**src/rtl/fetch_stage_pkg.sv**
```systemverilog
// Shared definitions for the IF stage: fetch FSM states, reset/bubble defaults
// and the word-alignment helper used for redirect targets.
package fetch_stage_pkg;

   typedef enum logic [1:0] {
      ST_IDLE,
      ST_WAIT,
      ST_DROP
   } fetch_state_e;

   localparam logic [31:0] RESET_PC_DEFAULT  = 32'h0000_0000;
   localparam logic [31:0] NOP_INSTR_DEFAULT = 32'h0000_0013;

   function automatic logic [31:0] align_word(input logic [31:0] addr);
      return addr & ~32'd3;
   endfunction

endpackage

```
**src/rtl/fetch_skid_buffer.sv**
```systemverilog
// One-entry {instr, pc} holding slot for a response that IF/ID could not take.
// Flush wins over push/pop; a simultaneous pop and push leaves the new entry.
module fetch_skid_buffer (
   input  logic        clk,
   input  logic        rst,
   input  logic        push,
   input  logic        pop,
   input  logic        flush,
   input  logic [31:0] push_instr,
   input  logic [31:0] push_pc,
   output logic        full,
   output logic [31:0] out_instr,
   output logic [31:0] out_pc
);

   logic        full_q,  full_d;
   logic [31:0] instr_q, instr_d;
   logic [31:0] pc_q,    pc_d;

   always_comb begin
      full_d  = full_q;
      instr_d = instr_q;
      pc_d    = pc_q;
      if (flush) begin
         full_d = 1'b0;
      end else begin
         if (pop) full_d = 1'b0;
         if (push) begin
            full_d  = 1'b1;
            instr_d = push_instr;
            pc_d    = push_pc;
         end
      end
   end

   always_ff @(posedge clk) begin
      if (!rst) begin
         full_q  <= 1'b0;
         instr_q <= '0;
         pc_q    <= '0;
      end else begin
         full_q  <= full_d;
         instr_q <= instr_d;
         pc_q    <= pc_d;
      end
   end

   assign full      = full_q;
   assign out_instr = instr_q;
   assign out_pc    = pc_q;

endmodule

```
**src/rtl/fetch_stage.sv**
```systemverilog
// RV32I IF stage: PC, single-outstanding fetch FSM over a valid/ready imem port,
// and the IF/ID register with stall hold, redirect flush and a 1-entry skid.
module fetch_stage
   import fetch_stage_pkg::*;
#(
   parameter logic [31:0] RESET_PC  = RESET_PC_DEFAULT,
   parameter logic [31:0] NOP_INSTR = NOP_INSTR_DEFAULT
) (
   input  logic        clk,
   input  logic        rst,
   input  logic        stall,
   input  logic        ex_if_redirect,
   input  logic [31:0] ex_if_target,
   output logic        imem_req_valid,
   input  logic        imem_req_ready,
   output logic [31:0] imem_addr,
   input  logic        imem_rsp_valid,
   input  logic [31:0] imem_rsp_data,
   output logic [31:0] if_id_instr_data,
   output logic [31:0] if_id_pc,
   output logic        if_id_valid
);

   fetch_state_e state_q, state_d;
   logic [31:0]  pc_q, pc_d;
   logic [31:0]  req_pc_q, req_pc_d;
   logic [31:0]  if_id_instr_q, if_id_instr_d;
   logic [31:0]  if_id_pc_q, if_id_pc_d;
   logic         if_id_valid_q, if_id_valid_d;

   logic         skid_push, skid_pop, skid_flush, skid_full;
   logic [31:0]  skid_instr, skid_pc;
   logic         rsp_hit, if_id_free, rsp_to_if_id, req_fire;

   fetch_skid_buffer u_skid (
      .clk        (clk),
      .rst        (rst),
      .push       (skid_push),
      .pop        (skid_pop),
      .flush      (skid_flush),
      .push_instr (imem_rsp_data),
      .push_pc    (req_pc_q),
      .full       (skid_full),
      .out_instr  (skid_instr),
      .out_pc     (skid_pc)
   );

   // A new request only follows a response that lands directly in IF/ID, which
   // keeps total buffering at IF/ID plus the single skid entry.
   assign rsp_hit        = (state_q == ST_WAIT) && imem_rsp_valid;
   assign if_id_free     = !stall || !if_id_valid_q;
   assign rsp_to_if_id   = rsp_hit && if_id_free && !skid_full;
   assign imem_req_valid = rst && !skid_full && !ex_if_redirect &&
                           ((state_q == ST_IDLE) || rsp_to_if_id);
   assign req_fire       = imem_req_valid && imem_req_ready;
   assign imem_addr      = pc_q;

   always_comb begin
      state_d       = state_q;
      pc_d          = pc_q;
      req_pc_d      = req_pc_q;
      if_id_instr_d = if_id_instr_q;
      if_id_pc_d    = if_id_pc_q;
      if_id_valid_d = if_id_valid_q;
      skid_push     = 1'b0;
      skid_pop      = 1'b0;
      skid_flush    = 1'b0;
      if (ex_if_redirect) begin
         pc_d          = align_word(ex_if_target);
         if_id_valid_d = 1'b0;
         if_id_instr_d = NOP_INSTR;
         skid_flush    = 1'b1;
         // A stale response arriving in DROP during a redirect is the last one in flight.
         unique case (state_q)
            ST_WAIT: state_d = imem_rsp_valid ? ST_IDLE : ST_DROP;
            ST_DROP: state_d = imem_rsp_valid ? ST_IDLE : ST_DROP;
            default: state_d = ST_IDLE;
         endcase
      end else begin
         if (req_fire) begin
            req_pc_d = pc_q;
            pc_d     = pc_q + 32'd4;
         end
         unique case (state_q)
            ST_WAIT: if (imem_rsp_valid) state_d = req_fire ? ST_WAIT : ST_IDLE;
            ST_DROP: if (imem_rsp_valid) state_d = ST_IDLE;
            default: if (req_fire) state_d = ST_WAIT;
         endcase
         if (if_id_free) begin
            if (skid_full) begin
               if_id_instr_d = skid_instr;
               if_id_pc_d    = skid_pc;
               if_id_valid_d = 1'b1;
               skid_pop      = 1'b1;
            end else if (rsp_hit) begin
               if_id_instr_d = imem_rsp_data;
               if_id_pc_d    = req_pc_q;
               if_id_valid_d = 1'b1;
            end else begin
               if_id_instr_d = NOP_INSTR;
               if_id_valid_d = 1'b0;
            end
         end
         if (rsp_hit && !rsp_to_if_id) skid_push = 1'b1;
      end
   end

   always_ff @(posedge clk) begin
      if (!rst) begin
         state_q       <= ST_IDLE;
         pc_q          <= RESET_PC;
         req_pc_q      <= '0;
         if_id_instr_q <= NOP_INSTR;
         if_id_pc_q    <= '0;
         if_id_valid_q <= 1'b0;
      end else begin
         state_q       <= state_d;
         pc_q          <= pc_d;
         req_pc_q      <= req_pc_d;
         if_id_instr_q <= if_id_instr_d;
         if_id_pc_q    <= if_id_pc_d;
         if_id_valid_q <= if_id_valid_d;
      end
   end

   assign if_id_instr_data = if_id_instr_q;
   assign if_id_pc         = if_id_pc_q;
   assign if_id_valid      = if_id_valid_q;

   // A response with nothing requested means the memory broke the protocol.
   a_no_rsp_in_idle: assert property (@(posedge clk) disable iff (!rst)
      !(imem_rsp_valid && (state_q == ST_IDLE)));

endmodule
```
**config.mk**
```make
export PLATFORM = sky130hd
export DESIGN_NAME = fetch_stage
export DESIGN_NICKNAME = d
export VERILOG_FILES = /design/src/rtl/fetch_stage_pkg.sv /design/src/rtl/fetch_skid_buffer.sv /design/src/rtl/fetch_stage.sv
export SDC_FILE = /design/constraint.sdc
export NUM_CORES = 1
export LEC_CHECK = 0
export ABC_AREA = 1
export BUFFER_PORTS_ARGS = -buffer_cell sky130_fd_sc_hd__clkbuf_2
export CAP_MARGIN = 15
export CORE_MARGIN = 2
export CORE_UTILIZATION = 60
export CTS_BUF_LIST = sky130_fd_sc_hd__clkbuf_4
export DETAILED_ROUTE_END_ITERATION = 10
export GPL_TIMING_DRIVEN = 1
export PLACE_DENSITY = 0.93
export SKIP_LAST_GASP = 1
export SLEW_MARGIN = 0
export SYNTH_ARGS = -nofsm -noshare
export SYNTH_HDL_FRONTEND = slang
export SYNTH_SLANG_ARGS = --single-unit
export TNS_END_PERCENT = 10
```
**constraint.sdc**
```tcl
create_clock -name clk -period 4 [get_ports clk]
set_input_delay 0.6 -clock clk [delete_from_list [all_inputs] [get_ports clk]]
set_output_delay 0.6 -clock clk [all_outputs]
set_load 0.02 [all_outputs]
```
# After elaboration in Yosys (flattened, before gate mapping)
# Cells that the tools add are included.
# classes
order_cmp	0
mux	24
div	0
eq_ne	4
shift	0
n_reduce_logical	27
bitwise_logic	3
n_addsub	1
n_mul	0
# ops
op	n
$mux W32	6
$add A32 B3 Y32 const B	1
$mux W2	6
$mux W1	11
$logic_and A1 B1 Y1	8
$ne A3 B3 Y1 const B	2
$reduce_and A3 Y1	2
$reduce_bool A2 Y1	3
$reduce_or A2 Y1	3
$logic_not A1 Y1	5
$pmux W2 S2	1
$reduce_and A2 Y1	2
$reduce_bool A4 Y1	1
$not A1 Y1	3
$eq A2 B1 Y1 const B	1
$eq A2 B2 Y1 const B	1
$logic_not A2 Y1	1
$logic_or A1 B1 Y1	2
# word_totals
ram_bits	0
mem_count	0
reg_bits	196
rom_bits	0
output_inout_bits	98
latch_bits	0
word_cells	69
input_bits	70

# Depth between registers and ports, before layout
# Gate-level depths: netlist (run 1).
# logic_depth
word_depth	11
ltp_mapped	15

# Cells and area by module
# A second synthesis (run 1) with hierarchy kept.
# hier_totals
cells_unflattened	1346
hier_area_um2	9150.0
# modules_own_cells
mod	cells_each	area_per_inst_um2	instances
fetch_stage	927	6324.8	1
fetch_skid_buffer	419	2825.2	1

# Least setup slack after synthesis (run 1)
# OpenSTA, ideal clock, no wires.
# synth_path
kind	input -> output
startpoint	in ex_if_redirect
endpoint	out imem_req_valid
required_ns	3.400
arrival_time_ns	1.126
stages	6
slack_ns	2.274
path_cell_list	buf_6 > inv_4 > nand2_4 > nor2_4 > nand2_1 > inv_1
# synth_between
elab_chain_cells	3
# synth_rtl
item	line	text
start: declaration	fetch_stage.sv:12	input logic ex_if_redirect,
$logic_not A1 Y1	fetch_stage.sv:53	assign imem_req_valid = rst && !skid_full && !ex_if_redirect &&
$logic_and A1 B1 Y1 (2 in series)	fetch_stage.sv:53	
end: declaration	fetch_stage.sv:14	output logic imem_req_valid,
# No other way between the ends.

# Final worst setup path (run 1)
# layout_path
startpoint	reg state_q[1]
endpoint	reg u_skid.pc_q[27] (netlist: u_skid.out_pc[27])
# layout_between
elab_chain_cells	9
# layout_rtl
item	line	text
start: declaration	fetch_stage.sv:24	fetch_state_e state_q, state_d;
start signal: assignment	fetch_stage.sv:117	state_q <= state_d;
$eq A2 B1 Y1 *	fetch_stage.sv:50	assign rsp_hit = (state_q == ST_WAIT) && imem_rsp_valid;
$logic_and A1 B1 Y1 *	fetch_stage.sv:50	
$logic_and A1 B1 Y1 (2 in series)	fetch_stage.sv:52	assign rsp_to_if_id = rsp_hit && if_id_free && !skid_full;
$logic_not A1 Y1	fetch_stage.sv:104	if (rsp_hit && !rsp_to_if_id) skid_push = 1'b1;
$logic_and A1 B1 Y1 *	fetch_stage.sv:104	
$mux W1 *	fetch_stage.sv:104	
$mux W1 *	fetch_stage.sv:68	if (ex_if_redirect) begin
$reduce_and A2 Y1 (no line) *	-	
end signal: assignment	fetch_skid_buffer.sv:44	pc_q <= pc_d;
end: declaration	fetch_skid_buffer.sv:18	logic [31:0] pc_q, pc_d;
# Mark *: on every way between the ends. The rest lies on a longest branch, timed or not.
# A chain may end at the register's enable or synchronous reset.

==> impl_metrics.ini, run 1 <==
[run_status]
outcome = finished, final reports clean

[sta]
tightest_slew_ns = 0.7044
finalSetupTns_ns = 0
rsz0062_at_grt = false
finalHoldViolations = 0
relSlewSlack = 0.5304
fin_crit_ns = 2.734
clock_skew_ns = 0.02616
maxSlewViolCount = 0
finalCritPeriodShare = 0.6836
finalSetupViolCount = 0
fmax_ghz = 0.3657

[yosys]
synth-main-ff-cell = dfxtp_1
syn-cell-area_um2 = 8195
yosys_register_bits = 188
synth_edf_count = 0
async_flop_share = 0
syn-instance-count = 1125
syn_area_per_cell_um2 = 7.285
synth_cell_type_count = 35
ys_seq_area_frac = 0.4592
yosys_warnings = 0

[die]
pin_count = 168
die_area_um2 = 14610
placementRows = 42
core_um2 = 13300
start_util = 0.6164
die_x_um = 120.9
die_h_um = 120.9

[layout]
final_cell_area_um2 = 9210
fill_cells = 1129
drive_above_1_share = 0.1914
area_delta_synth_final_pct = 12.38
fin_nets = 1315

[routing]
routedWlPerCell_um = 13.91
vias_per_cell = 5.413
ant_nets = 0
drc = 0
via_count = 7751
firstDrtPassIters = 7
first_iter_violations = 683
routed_wl_mm = 19.91

[flow_run]
drv_cap = 0

[critical_path]
cp-start-kind = register
critPathSlowestCell = inv_2
rrSetupSlack_ns = 1.27
cp_top_family = buffers and inverters
worstPathRequired_ns = 4.50
crit_chain = inv_1 -> ha_1 -> nand2_2 -> clkinv_2 -> nand3_2 -> inv_2 -> buf_12 -> o21ai_0 -> a21oi_1
endpoint_kind = register
crit_buf_inv = 4
path_max_fanout = 64
cp_data_arrival_time_ns = 3.23
crit_type = register to register
cp_slowest_stage_delay_ns = 0.64

[clocking]
cts_buffers = 17
postCtsSetupBuffers = 0
insertion_delay_ns = 0.58
tritoncts = built
clock_path_buffers = 2
ctsHoldBuffers = 0
clkSinkCount = 188
clkTransAtPathRegs_ns = 0.16
htree_levels = 4
cts_root_buf = clkbuf_4
ctsResizeCount = 0

[power_and_ir_drop]
p_per_area_nw_per_um2 = 362.4
ir_drop_mv = 0.1692
p_leak_nw = 3.751

[place]
dp_hpwl_mm = 13.46
portBuffers = 161
dpl_cell_area_um2 = 8936
place_congestion = 0.8745

[global_route]
grt_max_degree = 81
overflow = 0
gr-usage-all-layers = 0.2754
grt_pass1_wl_mm = 32.55
antenna_found_initial = 1
grt_pass1_vias = 6855

[min_path]
hold_path.class = input port to register
[cells by family (layout without fill, tap and decap cells)]
family / after synthesis / in the layout / share of synthesized area
other cells: 1 / 6 / 0.0004576
compound gates: 270 / 270 / 0.1867
xor+xnor: 10 / 10 / 0.01069
simple gates: 484 / 484 / 0.2453
flops: 188 / 188 / 0.4592
buf+inv: 168 / 294 / 0.09145
fa+ha+maj: 4 / 4 / 0.006107
[path summary, 6_finish.rpt]
path,depth (start not counted),end,start
worst max-delay path,9,u_skid.out_pc[27],state_q[1]
worst max register to register,9,u_skid.out_pc[27],state_q[1]
worst min-delay path,3,imem_addr[3],ex_if_target[3]
worst min register to register,2,if_id_pc[9],u_skid.out_pc[9]
[area by class of cell]
class | instances | area (um^2) | area share
Multi-Input combinational cell | 772 | 3714 | 0.4032
Antenna cell | 2 | 5.005 | 0.0005434
Sequential cell | 188 | 3764 | 0.4086
Clock inverter | 14 | 118.9 | 0.01291
Inverter | 93 | 352.8 | 0.03831
Tap cell | 176 | 220.2 | 0.02391
Clock buffer | 18 | 135.1 | 0.01467
Timing Repair Buffer | 169 | 900.9 | 0.09781
[power breakdown]
group | internal, mW | switching, mW | leakage (nW)
Sequential | 1.94 | 0.0573 | 1.53
Clock | 0.314 | 0.633 | 0.132
Combinational | 0.135 | 0.264 | 2.09
[per-stage QoR]
step	power (mW)	setup slack, ns	utilization	hold WS, ns	cells
floorplan	2.293	2.274	-	0.4414	1128
global placement	2.413	1.144	0.6721	0.4533	1397
detailed placement	2.426	1.104	0.6721	0.4609	1397
CTS	3.355	1.238	0.6912	0.2310	1429
global route	3.508	0.9972	0.6927	0.2372	1432
finish	3.338	1.266	0.6927	0.2612	1432
[cell usage after synthesis, types with 2 or more instances]
master | n | share of area
a211oi_2 | 11 | 0.017
a21oi_1 | 61 | 0.037
a31oi_1 | 66 | 0.050
buf_2 | 13 | 0.0079
buf_4 | 9 | 0.0082
buf_6 | 8 | 0.011
clkbuf_1 | 40 | 0.018
clkbuf_2 | 4 | 0.0024
dfxtp_1 | 188 | 0.46
ha_1 | 4 | 0.0061
inv_1 | 86 | 0.039
inv_2 | 5 | 0.0023
nand2_1 | 292 | 0.13
nand2_2 | 2 | 0.0015
nand3_1 | 40 | 0.024
nand3_2 | 3 | 0.0037
nand3b_1 | 2 | 0.0018
nand4_1 | 5 | 0.0038
nor2_1 | 117 | 0.054
nor2_2 | 4 | 0.0031
nor2_4 | 9 | 0.012
nor3_1 | 7 | 0.0043
o2111ai_1 | 3 | 0.0032
o21ai_0 | 127 | 0.078
xnor2_1 | 2 | 0.0021
xor2_1 | 8 | 0.0085
[sequential cells by signal, summed over array words and instances (netlist names)]
signal and count:
u_skid.full 1, req_pc_q 30, u_skid.out_instr 32, if_id_valid 1, imem_addr 30, state_q 2, u_skid.out_pc 30, if_id_pc 30
if_id_instr_data 32
[metal layers]
metal  GRT usage  up-vias  routed length, um
met3     0.06015       35               1529
met2      0.4526      317               9432
li1            -     3906                  -
met1      0.3551     3493               8487
met4      0.1025        0                464
met5           0        -                  0
[worst register-to-register path, stage by stage, from the launching register on]
cell and delay [ns]:
dfxtp_1 0.36, inv_1 0.08, ha_1 0.20, nand2_2 0.15, clkinv_2 0.10, nand3_2 0.48
inv_2 0.64, buf_12 0.31, o21ai_0 0.18, a21oi_1 0.16
[cells in the final DEF (no fill, tap or decap), types with 2 or more instances in the layout]
cell        instances
clkinvlp_4          4
xnor2_1             2
conb_1              4
clkinv_2            5
nand3_2             2
a211oi_2           10
clkbuf_2          160
nand2_2             2
diode_2             2
dfxtp_1           188
nand3b_1            2
a31oi_1            66
nand2_1           292
inv_6               3
nor2_1            115
xor2_1              8
nor2_4              9
nand4_1             5
nor2_2              6
ha_1                4
o2111ai_1           3
buf_4               6
inv_1              86
buf_12              2
inv_2               5
nand3_1            40
clkbuf_4           18
nor3_1              7
o21ai_0           127
a21oi_1            61
Power figures use the tool's default switching activity.
==> run 2, diff against run 1 <==
Settings changed: CORE_UTILIZATION 60 to 57, PLACE_DENSITY 0.93 to 0.89.
Clock period 4 ns to 2.58 ns, I/O delays scaled along.
==> run 2 against run 1 <==
  * Cell count is 0.70% higher
  * Sequential share of layout area is 0.42 points lower
  * Via count shrank 0.39%
  * Die area up 5.1%
  * First-iteration DRC count is 9.2% lower
  * Final area is 1.0% higher
  * Non-clock buffer count grew 7
  * Routed wire length rose by 1.8%
  * Critical path depth unchanged
  * Register-to-register slack got worse by 0.92 ns
  * Total power grew 59%
  * Clock power up 68%
  * Largest cell class unchanged
==> impl_metrics.ini, run 2 (synthesis gave the netlist of run 1 again) <==
[critical_path]
crit_path_end = imem_req_valid
path_max_fanout = 5
cp_data_arrival_time_ns = 2.00
cp_top_family = simple AND/OR/NAND/NOR gates
crit_path_start = state_q[1]
critPathSlowestCell = dfxtp_1
path_depth = 9
crit_chain = inv_1 -> ha_1 -> nand2_2 -> clkinv_2 -> nand2_1 -> nand2_2 -> nand2_1 -> inv_1 -> clkbuf_2
rr_worst_depth = 13
cp-start-kind = register
r2r-end = imem_addr[10]
rrSetupSlack_ns = 0.35
crit_type = register to output pin
worstPathRequired_ns = 2.19
timing.rr.start = state_q[1]
cp_slowest_stage_delay_ns = 0.38
crit_buf_inv = 4
endpoint_kind = output pin

[power_and_ir_drop]
p_per_area_nw_per_um2 = 570.3
p_leak_nw = 3.797
comb_power_share = 0.118
power_frac_clock = 0.300
intPower_mw = 3.804
switching_power_mw = 1.503
p_seq_frac = 0.582
switching_share = 0.2832
ir_drop_mv = 0.2365

[global_route]
antenna_found_initial = 1
overflow = 0
grt_pass1_wl_mm = 32.91
grt_max_degree = 128
grt_pass1_vias = 7118
gr-usage-all-layers = 0.2680

[sta]
maxSlewViolCount = 0
fmax_ghz = 0.4188
clock_skew_ns = 0.01622
setup_ws_ns = 0.1923
finalHoldViolations = 0
relSlewSlack = 0.5672
finalCritPeriodShare = 0.9255
finalSetupViolCount = 0
fin_crit_ns = 2.388
rsz0062_at_grt = false
tightest_slew_ns = 0.6482
whs_ns = 0.03781
finalSetupTns_ns = 0

[layout]
final_cell_mix = nand2_1 (291), dfxtp_1 (188), clkbuf_2 (160)
fill_cells = 1251
fin_nets = 1322
multi_input_area_um2 = 3716
regArea_um2 = 3764
stdcell_count = 1442
area_delta_synth_final_pct = 13.56
mostFrequentLayoutCell = nand2_1
final_cell_area_um2 = 9306
drive_above_1_share = 0.1967

[place]
dp_slack_ns = 0.2629
place_congestion = 0.9241
dp_hpwl_mm = 13.65
portBuffers = 161
dpl_cell_area_um2 = 9006
dpl.cell_count = 1408

[clocking]
clock_path_buffers = 2
postCtsSetupBuffers = 0
clkTransAtPathRegs_ns = 0.15
cts_buffers = 17
clkSinkCount = 188
insertion_delay_ns = 0.58
cts_root_buf = clkbuf_4
tritoncts = built
htree_levels = 4

[min_path]
hold_path.class = input port to register

[die]
die_area_um2 = 15350
placementRows = 43
start_util = 0.5859
core_um2 = 13990
pin_count = 168
die_x_um = 123.9
die_h_um = 123.9

[routing]
routedWlPerCell_um = 14.06
ant_nets = 0
firstDrtPassIters = 5
drc = 0
first_iter_violations = 620
vias_per_cell = 5.354
via_count = 7721
routed_wl_mm = 20.27

[run_status]
outcome = finished, final reports clean

[flow_run]
drv_cap = 0
[run 2: changes by cell type in the layout (fill, tap and decap cells not counted), sizes merged]
| cell | delta |
|---|---|
| diode | -1 |
| buf | +6 |
| dlygate4sd3 | +1 |
| bufinv | +1 |
| inv | -2 |
| clkinv | +2 |
| clkinvlp | -1 |
[run 2: layout make-up]
type	instances	area share
clock inverter	14	0.01573
multi-input combinational	772	0.3993
clock buffer	18	0.01452
sequential	188	0.4044
timing repair buffer	176	0.1033
antenna	1	0.0002689
tap	180	0.02420
inverter	93	0.03832
[run 2: per-stage QoR]
stage | util | power (mW)
after floorplan | - | 3.555
after detailed placement | 0.6438 | 3.773
after CTS | 0.6647 | 5.342
final | 0.6653 | 5.307
after global routing | 0.6653 | 5.566
after global placement | 0.6438 | 3.753
[run 2: what timing repair did]
action / 4_1_cts / 5_1_grt
setup endpoints to repair: 0 / 2
hold buffers: 1 / 0
hold endpoints to repair: 1 / 0
resized for setup: 0 / 2
[run 2: how the worst min path moves through the flow]
stage | from | to | slack [ns] | cells after the start
after global routing | imem_rsp_data[17] | if_id_instr_data[17] | 0.02 | 3
final | imem_rsp_data[28] | if_id_instr_data[28] | 0.04 | 3
after floorplan | req_pc_q[2] | req_pc_q[2] | 0.44 | 2
after global placement | if_id_instr_data[4] | if_id_instr_data[4] | 0.45 | 2
after CTS | imem_rsp_data[28] | if_id_instr_data[28] | 0.0002 | 3
after detailed placement | req_pc_q[17] | req_pc_q[17] | 0.46 | 2
[run 2: worst register-to-register path: stages (launching register included)]
cell and delay (ns):
dfxtp_1 0.36, inv_1 0.08, ha_1 0.20, nand2_2 0.16
clkinv_2 0.10, nand2_1 0.09, nand2_2 0.10, nand3_4 0.18
nand2_2 0.28, clkinvlp_4 0.29, nand2_1 0.12, nand3_1 0.07
nand2_1 0.07, inv_1 0.05
[run 2: power groups by stage]
stage	combinational [mW]	sequential [mW]	clock, mW
floorplan	0.349	3.21	0
global placement	0.606	3.15	0
detailed placement	0.621	3.15	0
CTS	0.626	3.09	1.63
global route	0.703	3.11	1.76
finish	0.628	3.09	1.59
[run 2: layer usage]
layer  global-route usage  routed length (um)
met5                    0                   0
met1               0.3319                8810
met4               0.1004                 424
met2               0.4588                9557
met3              0.05678                1475
==> run 3, diff against run 2 <==
Settings changed: CORE_UTILIZATION 57 to 55, CTS_BUF_LIST sky130_fd_sc_hd__clkbuf_4 to unset, PLACE_DENSITY 0.89 to 0.87.
==> run 3 against run 2 <==
  * Clock-buffer cell count up 3
  * Combinational power hardly changed
  * Total power grew 21%
  * Sequential power about the same
  * Clock power up 69%
  * Via count increased by 0.58%
  * Core utilization down 0.12 points
  * Cell count did not move
  * Maximum frequency is 3.5% higher
  * Die area increased by 3.5%
  * Setup slack improved by 0.081 ns
  * Largest cell class unchanged
==> impl_metrics.ini, run 3 (synthesis gave the netlist of run 1 again) <==
[run_status]
outcome = finished, final reports clean

[die]
die_area_um2 = 15890
pin_count = 168
die_h_um = 126.1
placementRows = 44
core_um2 = 14530
die_x_um = 126.1
start_util = 0.5639

[critical_path]
cp_top_family = simple AND/OR/NAND/NOR gates
rrSetupSlack_ns = 0.27
path_depth = 11
critPathSlowestCell = inv_1
worstPathRequired_ns = 2.92
critical_path.most_common_cell = nand2_1
cp-start-kind = register
crit_chain = inv_1 -> ha_1 -> nand2_2 -> clkinv_2 -> nand2_1 -> nand2_2 -> nand3_4 -> nand2_1 -> inv_1 -> nand2_1 -> a31oi_1
r2r-end = imem_addr[5]
cp_slowest_stage_delay_ns = 0.42
path_max_fanout = 12
timing.rr.start = state_q[1]
crit_buf_inv = 3
crit_type = register to register
crit_path_start = state_q[1]
cp_data_arrival_time_ns = 2.65
rr_worst_depth = 11
crit_path_end = imem_addr[5]
endpoint_kind = register

[routing]
vias_per_cell = 5.386
ant_nets = 0
routed_wl_mm = 20.66
via_count = 7766
routedWlPerCell_um = 14.33
m1WireLength_mm = 9.119
first_iter_violations = 707
firstDrtPassIters = 5
met3_wirelength_mm = 1.498
dr.max_layer_used = met4
drc = 0
met2_length_mm = 9.757

[place]
place_congestion = 0.8921
portBuffers = 161
dp_hpwl_mm = 13.71
dpl.cell_count = 1412
dp_slack_ns = 0.3117

[global_route]
grt_pass1_vias = 7103
grt_pass1_wl_mm = 34.38
grt_max_degree = 128
gr-usage-all-layers = 0.2617
overflow = 0
antenna_found_initial = 0

[layout]
stdcell_count = 1442
fill_cells = 1248
area_delta_synth_final_pct = 17.77
diodes = 0
drive_above_1_share = 0.1940
final_cell_mix = nand2_1 (292), dfxtp_1 (188), clkbuf_2 (160)
mostFrequentLayoutCell = nand2_1
fin_nets = 1321

[clocking]
insertion_delay_ns = 0.42
postCtsSetupBuffers = 0
cts_root_buf = clkbuf_16
clkTransAtPathRegs_ns = 0.07
cts_buffers = 17
tritoncts = built
clock_path_buffers = 2
ctsHoldBuffers = 0
clkSinkCount = 188
htree_levels = 4
ctsResizeCount = 0

[power_and_ir_drop]
comb_power_share = 0.098
intPower_mw = 4.810
p_seq_frac = 0.483
ir_drop_mv = 0.4713
power_frac_clock = 0.419
switching_share = 0.2481
power_mw = 6.396
p_per_area_nw_per_um2 = 662.7
switching_power_mw = 1.587
p_leak_nw = 3.942

[sta]
tightest_slew_ns = 0.6335
setup_ws_ns = 0.2738
finalSetupTns_ns = 0
clock_skew_ns = 0.008331
fin_crit_ns = 2.306
finalHoldViolations = 0
whs_ns = 0.2185
fmax_ghz = 0.4336
rsz0062_at_grt = false
finalCritPeriodShare = 0.8939
relSlewSlack = 0.5770
maxSlewViolCount = 0
finalSetupViolCount = 0

[flow_run]
drv_cap = 0

[min_path]
hold_path.class = input port to register
## run 3: cell type report
cell class	count	area, um^2	area share
sequential	188	3764	0.3899
multi-input combinational	772	3714	0.3848
timing repair buffer	175	983.4	0.1019
clock buffer	21	470.5	0.04874
inverter	93	352.8	0.03656
tap	184	230.2	0.02385
clock inverter	9	137.6	0.01426
## run 3: worst min path at each step
stage / to / startpoint / depth (start not counted)
finish: imem_addr[8] / ex_if_target[8] / 3
global route: if_id_instr_data[21] / imem_rsp_data[21] / 3
CTS: imem_addr[7] / ex_if_target[7] / 3
detailed placement: req_pc_q[8] / req_pc_q[8] / 2
global placement: req_pc_q[2] / req_pc_q[2] / 2
floorplan: req_pc_q[2] / req_pc_q[2] / 2
## run 3: power by group through the flow
| stage | Sequential, mW | Clock, mW | Combinational (mW) |
|---|---|---|---|
| 6_report | 3.09 | 2.68 | 0.628 |
| 3_5_place_dp | 3.15 | 0 | 0.622 |
| 4_1_cts | 3.09 | 2.71 | 0.628 |
| 5_1_grt | 3.10 | 2.84 | 0.699 |
| 2_1_floorplan | 3.21 | 0 | 0.349 |
| 3_3_place_gp | 3.15 | 0 | 0.608 |
## run 3: per-stage QoR
| stage | util | cell area [um^2] |
|---|---|---|
| final | 0.6641 | 9652 |
| after global routing | 0.6641 | 9652 |
| after CTS | 0.6641 | 9652 |
| after detailed placement | 0.6222 | 9044 |
| after global placement | 0.6204 | 9016 |
| after floorplan | - | 8207 |
## run 3: worst min-delay path: stages
cell and delay (ns):
clkbuf_2 0.08, nand2_1 0.05, a31oi_1 0.07
## run 3: per-layer routing
layer	up-vias	GRT usage
met5	-	0
met4	0	0.09373
met3	22	0.04248
met2	326	0.4238
met1	3511	0.3553
li1	3907	-
